<file path="src/rtl/serial_adder.sv">
// Bit-serial unsigned adder: one full-adder cell and a carry flop add two
// WIDTH-bit operands LSB first, one bit per clock, behind a start/ready/done handshake.
module serial_adder #(
  parameter int WIDTH = 8
) (
  input  logic             clk,
  input  logic             reset,
  input  logic             start,
  input  logic [WIDTH-1:0] a,
  input  logic [WIDTH-1:0] b,
  output logic             ready,
  output logic [WIDTH-1:0] sum,
  output logic             carry_out,
  output logic             done
);

  localparam int CW = $clog2(WIDTH + 1);
  localparam logic [CW-1:0] LAST = CW'(WIDTH - 1);

  typedef enum logic [1:0] {IDLE, RUN, DONE} state_t;

  state_t           state_q, state_d;
  logic [WIDTH-1:0] sa_q, sa_d, sb_q, sb_d, ss_q, ss_d, sum_q, sum_d;
  logic             c_q, c_d, cout_q, cout_d, done_q, done_d;
  logic [CW-1:0]    cnt_q, cnt_d;
  logic             s_bit, c_bit;

  // Returns {carry, sum} of a single full-adder cell.
  function automatic logic [1:0] full_add(input logic x, input logic y, input logic ci);
    return {(x & y) | (ci & (x ^ y)), x ^ y ^ ci};
  endfunction

  always_ff @(posedge clk or posedge reset) begin
    if (reset) begin
      state_q <= IDLE;
      sa_q    <= '0;
      sb_q    <= '0;
      ss_q    <= '0;
      sum_q   <= '0;
      c_q     <= 1'b0;
      cout_q  <= 1'b0;
      done_q  <= 1'b0;
      cnt_q   <= '0;
    end else begin
      state_q <= state_d;
      sa_q    <= sa_d;
      sb_q    <= sb_d;
      ss_q    <= ss_d;
      sum_q   <= sum_d;
      c_q     <= c_d;
      cout_q  <= cout_d;
      done_q  <= done_d;
      cnt_q   <= cnt_d;
    end
  end

  always_comb begin
    state_d = state_q;
    sa_d    = sa_q;
    sb_d    = sb_q;
    ss_d    = ss_q;
    sum_d   = sum_q;
    c_d     = c_q;
    cout_d  = cout_q;
    cnt_d   = cnt_q;
    done_d  = 1'b0;
    {c_bit, s_bit} = full_add(sa_q[0], sb_q[0], c_q);

    case (state_q)
      IDLE, DONE: begin
        // DONE accepts start directly so operations can run back to back.
        if (start) begin
          sa_d    = a;
          sb_d    = b;
          c_d     = 1'b0;
          cnt_d   = '0;
          state_d = RUN;
        end else if (state_q == DONE) begin
          state_d = IDLE;
        end
      end
      RUN: begin
        ss_d  = (ss_q >> 1) | (WIDTH'(s_bit) << (WIDTH - 1));
        sa_d  = sa_q >> 1;
        sb_d  = sb_q >> 1;
        c_d   = c_bit;
        cnt_d = cnt_q + 1'b1;
        if (cnt_q == LAST) begin
          state_d = DONE;
          done_d  = 1'b1;
          sum_d   = ss_d;
          cout_d  = c_bit;
        end
      end
      default: state_d = IDLE;
    endcase
  end

  assign ready     = (state_q != RUN);
  assign sum       = sum_q;
  assign carry_out = cout_q;
  assign done      = done_q;

endmodule

</file>
<file path="config.mk">
export PLATFORM = sky130hd
export DESIGN_NAME = serial_adder
export DESIGN_NICKNAME = d
export VERILOG_FILES = /design/src/rtl/serial_adder.sv
export SDC_FILE = /design/constraint.sdc
export NUM_CORES = 1
export LEC_CHECK = 0
export ABC_AREA = 1
export BUFFER_PORTS_ARGS = -buffer_cell sky130_fd_sc_hd__buf_2
export CORE_MARGIN = 3
export CORE_UTILIZATION = 54
export DETAILED_ROUTE_END_ITERATION = 8
export HOLD_SLACK_MARGIN = 0.02
export PLACE_DENSITY = 0.77
export SYNTH_ARGS = -nofsm -noshare
export SYNTH_HDL_FRONTEND = slang
export SYNTH_SLANG_ARGS = --single-unit
</file>
<file path="constraint.sdc">
create_clock -name clk -period 1.55 [get_ports clk]
set_input_delay 0.2325 -clock clk [delete_from_list [all_inputs] [get_ports clk]]
set_output_delay 0.2325 -clock clk [all_outputs]
set_load 0.01 [all_outputs]
</file>
Yosys cells after proc, flatten, opt, wreduce, memory -nomap -nowiden
Index checks and enable logic that the tools add are counted.

Add/sub/neg operators: 1. Multiply operators: 0. Div/mod/pow operators: 0. $lt $le $gt $ge: 0. Equality and inequality tests: 7. Shift-type cells: 0. Muxes and demuxes: 14. Bitwise operators: 6. Reductions and logical operators: 6.

Operator list (count): $pmux W8 S2 (2); $mux W8 (2); $or A7 B8 Y8 (1); $pmux W4 S2 (1); $mux W2 (3); $reduce_and A2 Y1 (3); $add A4 B1 Y4 const B (1); $eq A4 B3 Y1 const B (1); $mux W4 (1); $ne A2 B2 Y1 const B (2); $pmux W2 S2 (1); $mux W1 (3); $ne A3 B3 Y1 const B (1); $and A1 B1 Y1 (2); $eq A2 B1 Y1 const B (1); $eq A2 B2 Y1 const B (1); $logic_not A2 Y1 (1); $ne A2 B1 Y1 const B (1); $pmux W1 S2 (1); $reduce_bool A2 Y1 (1); $reduce_or A2 Y1 (1); $xor A1 B1 Y1 (2); $or A1 B1 Y1 (1).

Flip-flop bits (word level): 41. Bits in latches: 0. Bits in writable memories: 0. Memory bits (read-only): 0. Input port bits: 19. Output and inout bits: 11. Word-level logic and storage cells: 43. Memories kept: 0.

Logic depth before layout (Yosys ltp)
Depth in word-level cells: 4. Mapped depth: 7. Mapped depth without buffers: 6.

Worst setup path before layout
No wires, ideal clock.

Path kind: register to register. Start point: register cnt_q[0]. End point: register sum_q[7], in the netlist sum[7]. Library setup time: 0.117 ns. Arrival time: 1.008 ns. Required time: 1.433 ns. Slack: 0.425 ns. Cell stages (with the launch flop): 7. Path buffers: 0. Period minus slack after synthesis: 1.125 ns. Path through: dfrtp_1 -> ha_1 -> nand2_1 -> nor2_1 -> nand2_1 -> nand2_1 -> nand2_1.

Longest elaborated chain between the ends: 2.

Ends and longest elaborated chain: start: declaration (line 25) `logic [CW-1:0] cnt_q, cnt_d;`; start signal: assignment (line 53) `cnt_q <= cnt_d;`; $eq A4 B3 Y1 (line 88) `if (cnt_q == LAST) begin`; $reduce_and A2 Y1 (no source line); end signal: assignment (line 49) `sum_q <= sum_d;`; end: declaration (line 23) `logic [WIDTH-1:0] sa_q, sa_d, sb_q, sb_d, ss_q, ss_d, sum_q, sum_d;`.

Every way passes these cells. A chain may end at the register's enable or synchronous reset.

Final worst setup path
Start point: register state_q[1]. End point: register sb_q[6].

Longest elaborated chain between the ends: 4. Elaborated cells between the ends (all ways): 8. Those cells by class: eq/ne: 3; mux: 1; reduce/logical: 4.

Ends and longest elaborated chain: start: declaration (line 22) `state_t state_q, state_d;`; start signal: assignment (line 45) `state_q <= state_d;`; $eq A2 B2 Y1 or $logic_not A2 Y1 (tied branches) (line 69) `case (state_q)`; $reduce_or A2 Y1 (line 69); $ne A2 B2 Y1 (no source line) or $reduce_bool A2 Y1 (tied branches); $reduce_and A2 Y1 (no source line); end signal: assignment (line 37) `sb_q <= '0;`; end signal: assignment (line 47) `sb_q <= sb_d;`; end: declaration (line 23).

Parallel ways exist; a longest one is shown, timed or not.

==> flow_summary.toml <==
[timing]
worst_slack_ns = 0.158
timing.fmax_mhz = 719
fin_crit_ns = 1.39
hold_violations = 0
relSlewSlack_pct = 67.5
rsz0062_at_grt = "true"
tightestPinTransition_ns = 0.487
setup_violations = 0
finClkSkew_ns = 0.00540
drv_slew = 0
finalCritPeriodShare_pct = 89.8

[floorplan]
dieWidth_um = 62.8
core_area_um2 = 2920
die_h_um = 62.8
io_pins = 30
initial_utilization_pct = 59.6
rows = 19
design.die.area_um2 = 3950

[cells_and_area]
area_growth_pct = 17.2
fin_cells = 301
fin_nets = 279
mostFrequentLayoutCells = "136 x nand2_1, 40 x dfrtp_1, 29 x buf_2"
drive_gt1_share_pct = 18.5
layout_commonest_cell = "nand2_1"
antenna_cells = 0
seq_area_um2 = 1000
n_fill_cell = 263
multi_input_area_um2 = 631

[critical_path]
crit_chain = "inv_1, nand2_1, nand2_1, clkinvlp_4, nand2_1, nand2_1"
arrival_ns = 1.63
cp-start-kind = "register"
crit_type = "register to register"
cp-end-kind = "register"
cp.required_ns = 1.79
cp_num_buf_inv = 2
slowest_delay_ns = 0.42
crit_top_cell = "nand2_1"
crit_fanout = 10
cp_top_family = "simple AND/OR/NAND/NOR gates"
worst_path_max_delay_cell = "dfrtp_1"

[place]
dp_cells = 291
place_congestion = 0.803
io_buffers = 29
hpwl_um = 2100
place_ws_ns = 0.140

[synth]
syn_area_um2 = 1740
ys_seq_elements = 40
synth_top_family_by_area = "simple AND/OR/NAND/NOR gates"
yosys.area.top_type = "dfrtp_1"
synthXorXnorAreaFrac_pct = 0
synth-simple-area-share_pct = 33.2
yosys_warnings = 0
synthAdderAreaFrac_pct = 1.87
yosysUniqueCellTypes = 16
muxShareOfSynthArea_pct = 0
synth.area.top_cells = "dfrtp_1 57%, nand2_1 29%, inv_1 4.3%"
synth_fp_nets = 242
synth_compound_area_share_pct = 1.15
yosysTopAreaCellShare_pct = 57.4
synthCells = 221
ys_seq_area_share_pct = 57.4
syn_avg_cell_area_um2 = 7.89

[grt]
grt_max_degree = 41
antenna_found_initial = 0
first_global_vias = 1260
grt_first_pass_wirelength_um = 5500
grt_overflow = 0
grt.total_usage_pct = 17.7

[pwr]
powerDensity_nw_per_um2 = 1960
combPwrFrac_pct = 38.9
power.net_switching_uw = 1570
power_switching_share_pct = 39.2
ir_drop_v = 0.00130
p_clk_share_pct = 16.4
intPower_uw = 2440
p_leak_uw = 0.00119
pwr-share-seq_pct = 44.7

[drt]
first_pass_iters = 6
ant_nets = 0
wirelength_um = 3060
drt_iter0_markers = 67
drcViolationCount = 0
vias_per_cell = 4.54
vias = 1367
post_drt_wl_per_cell_um = 10.2

[clock_tree]
cts_tree = "built"
clock_latency_ns = 0.34
htree_levels = 2
clock_path_buffers = 2
clk_pin_slew_ns = 0.11
ctsRootBufferMaster = "clkbuf_4"
numCtsBuffers = 5
cts.sinks = 40

[run]
drv_cap = 0

[worst_hold_path]
hp-class = "primary input to register"

[status]
status = "complete, no violations"
==> sequential cells by signal (all words and copies together), names as in the netlist <==
register	flops
carry_out	1
state_q	2
sb_q	8
cnt_q	4
c_q	1
ss_q	7
sum	8
done	1
sa_q	8
==> worst min-delay path, delay by kind of cell <==
family | cells | cell delay [ns]
simple gates | 2 | 0.09
buf+inv | 1 | 0.08
==> synthesized netlist by cell type <==
cell	count
a21oi_1	1
buf_2	5
buf_4	1
dfrtp_1	40
fa_1	1
ha_1	1
inv_1	20
inv_2	1
nand2_1	136
nand3_1	4
nand4_1	1
nor2_1	3
nor2_2	2
nor2_4	1
o21ai_0	3
or2_2	1
==> logic make-up (layout without fill, tap and decap cells) <==
| kind of cell | Yosys count | in the layout |
|---|---|---|
| buffers and inverters | 27 | 65 |
| AND/OR/NAND/NOR | 148 | 148 |
| flip-flops | 40 | 40 |
| AO/OA/AOI/OAI | 4 | 4 |
| adder cells (fa/ha/maj) | 2 | 2 |
==> per-layer routing <==
metal,track usage [%],routed length (um)
met2,27.3,1420
met5,0,0
met1,24.2,1480
met3,3.24,116
met4,8.26,42
==> final cells by class <==
cell class | instances | share of cell area, %
clock buffer | 6 | 2.02
clock inverter | 2 | 1.71
inverter | 21 | 4.04
multi-input combinational | 154 | 30.9
sequential | 40 | 49.0
tap | 42 | 2.57
timing repair buffer | 35 | 9.43
timing repair inverter | 1 | 0.367
==> final timing paths <==
kind | startpoint | endpoint | slack [ns] | cells past startpoint
max | state_q[1] | sb_q[6] | 0.16 | 6
max reg2reg | state_q[1] | sb_q[6] | 0.16 | 6
min | a[7] | sa_q[7] | 0.09 | 3
min reg2reg | sb_q[7] | sb_q[7] | 0.48 | 2
min in group asynchronous | reset | c_q | 0.53 | 4
max in group asynchronous | reset | sb_q[7] | 0.68 | 4
==> per-stage QoR <==
step | TNS (ns) | total power, uW | instance area [um2] | hold WS, ns | utilization [%]
after floorplan | 0 | 2900 | 1740 | 0.349 | -
after global placement | 0 | 3300 | 1950 | 0.377 | 66.5
after detailed placement | 0 | 3350 | 1950 | 0.371 | 66.5
after CTS | 0 | 4020 | 2030 | 0.0827 | 69.5
after global routing | -0.0145 | 4430 | 2040 | 0.0770 | 69.9
final | 0 | 4010 | 2040 | 0.0903 | 69.9
==> repair_timing <==
action	4_1_cts	5_1_grt
hold buffers	1	0
gates resized for setup	0	2
setup endpoints to repair	0	22
buffers inserted	0	0
hold endpoints to repair	40	0
==> power by group through the flow <==
stage               Clock [uW]  Combinational, uW  Sequential [uW]
global route               724               1840             1860
detailed placement           0               1550             1800
floorplan                    0               1080             1820
finish                     657               1560             1790
global placement             0               1500             1800
CTS                        674               1560             1790
Note: power is estimated with default switching activity, not from simulation.
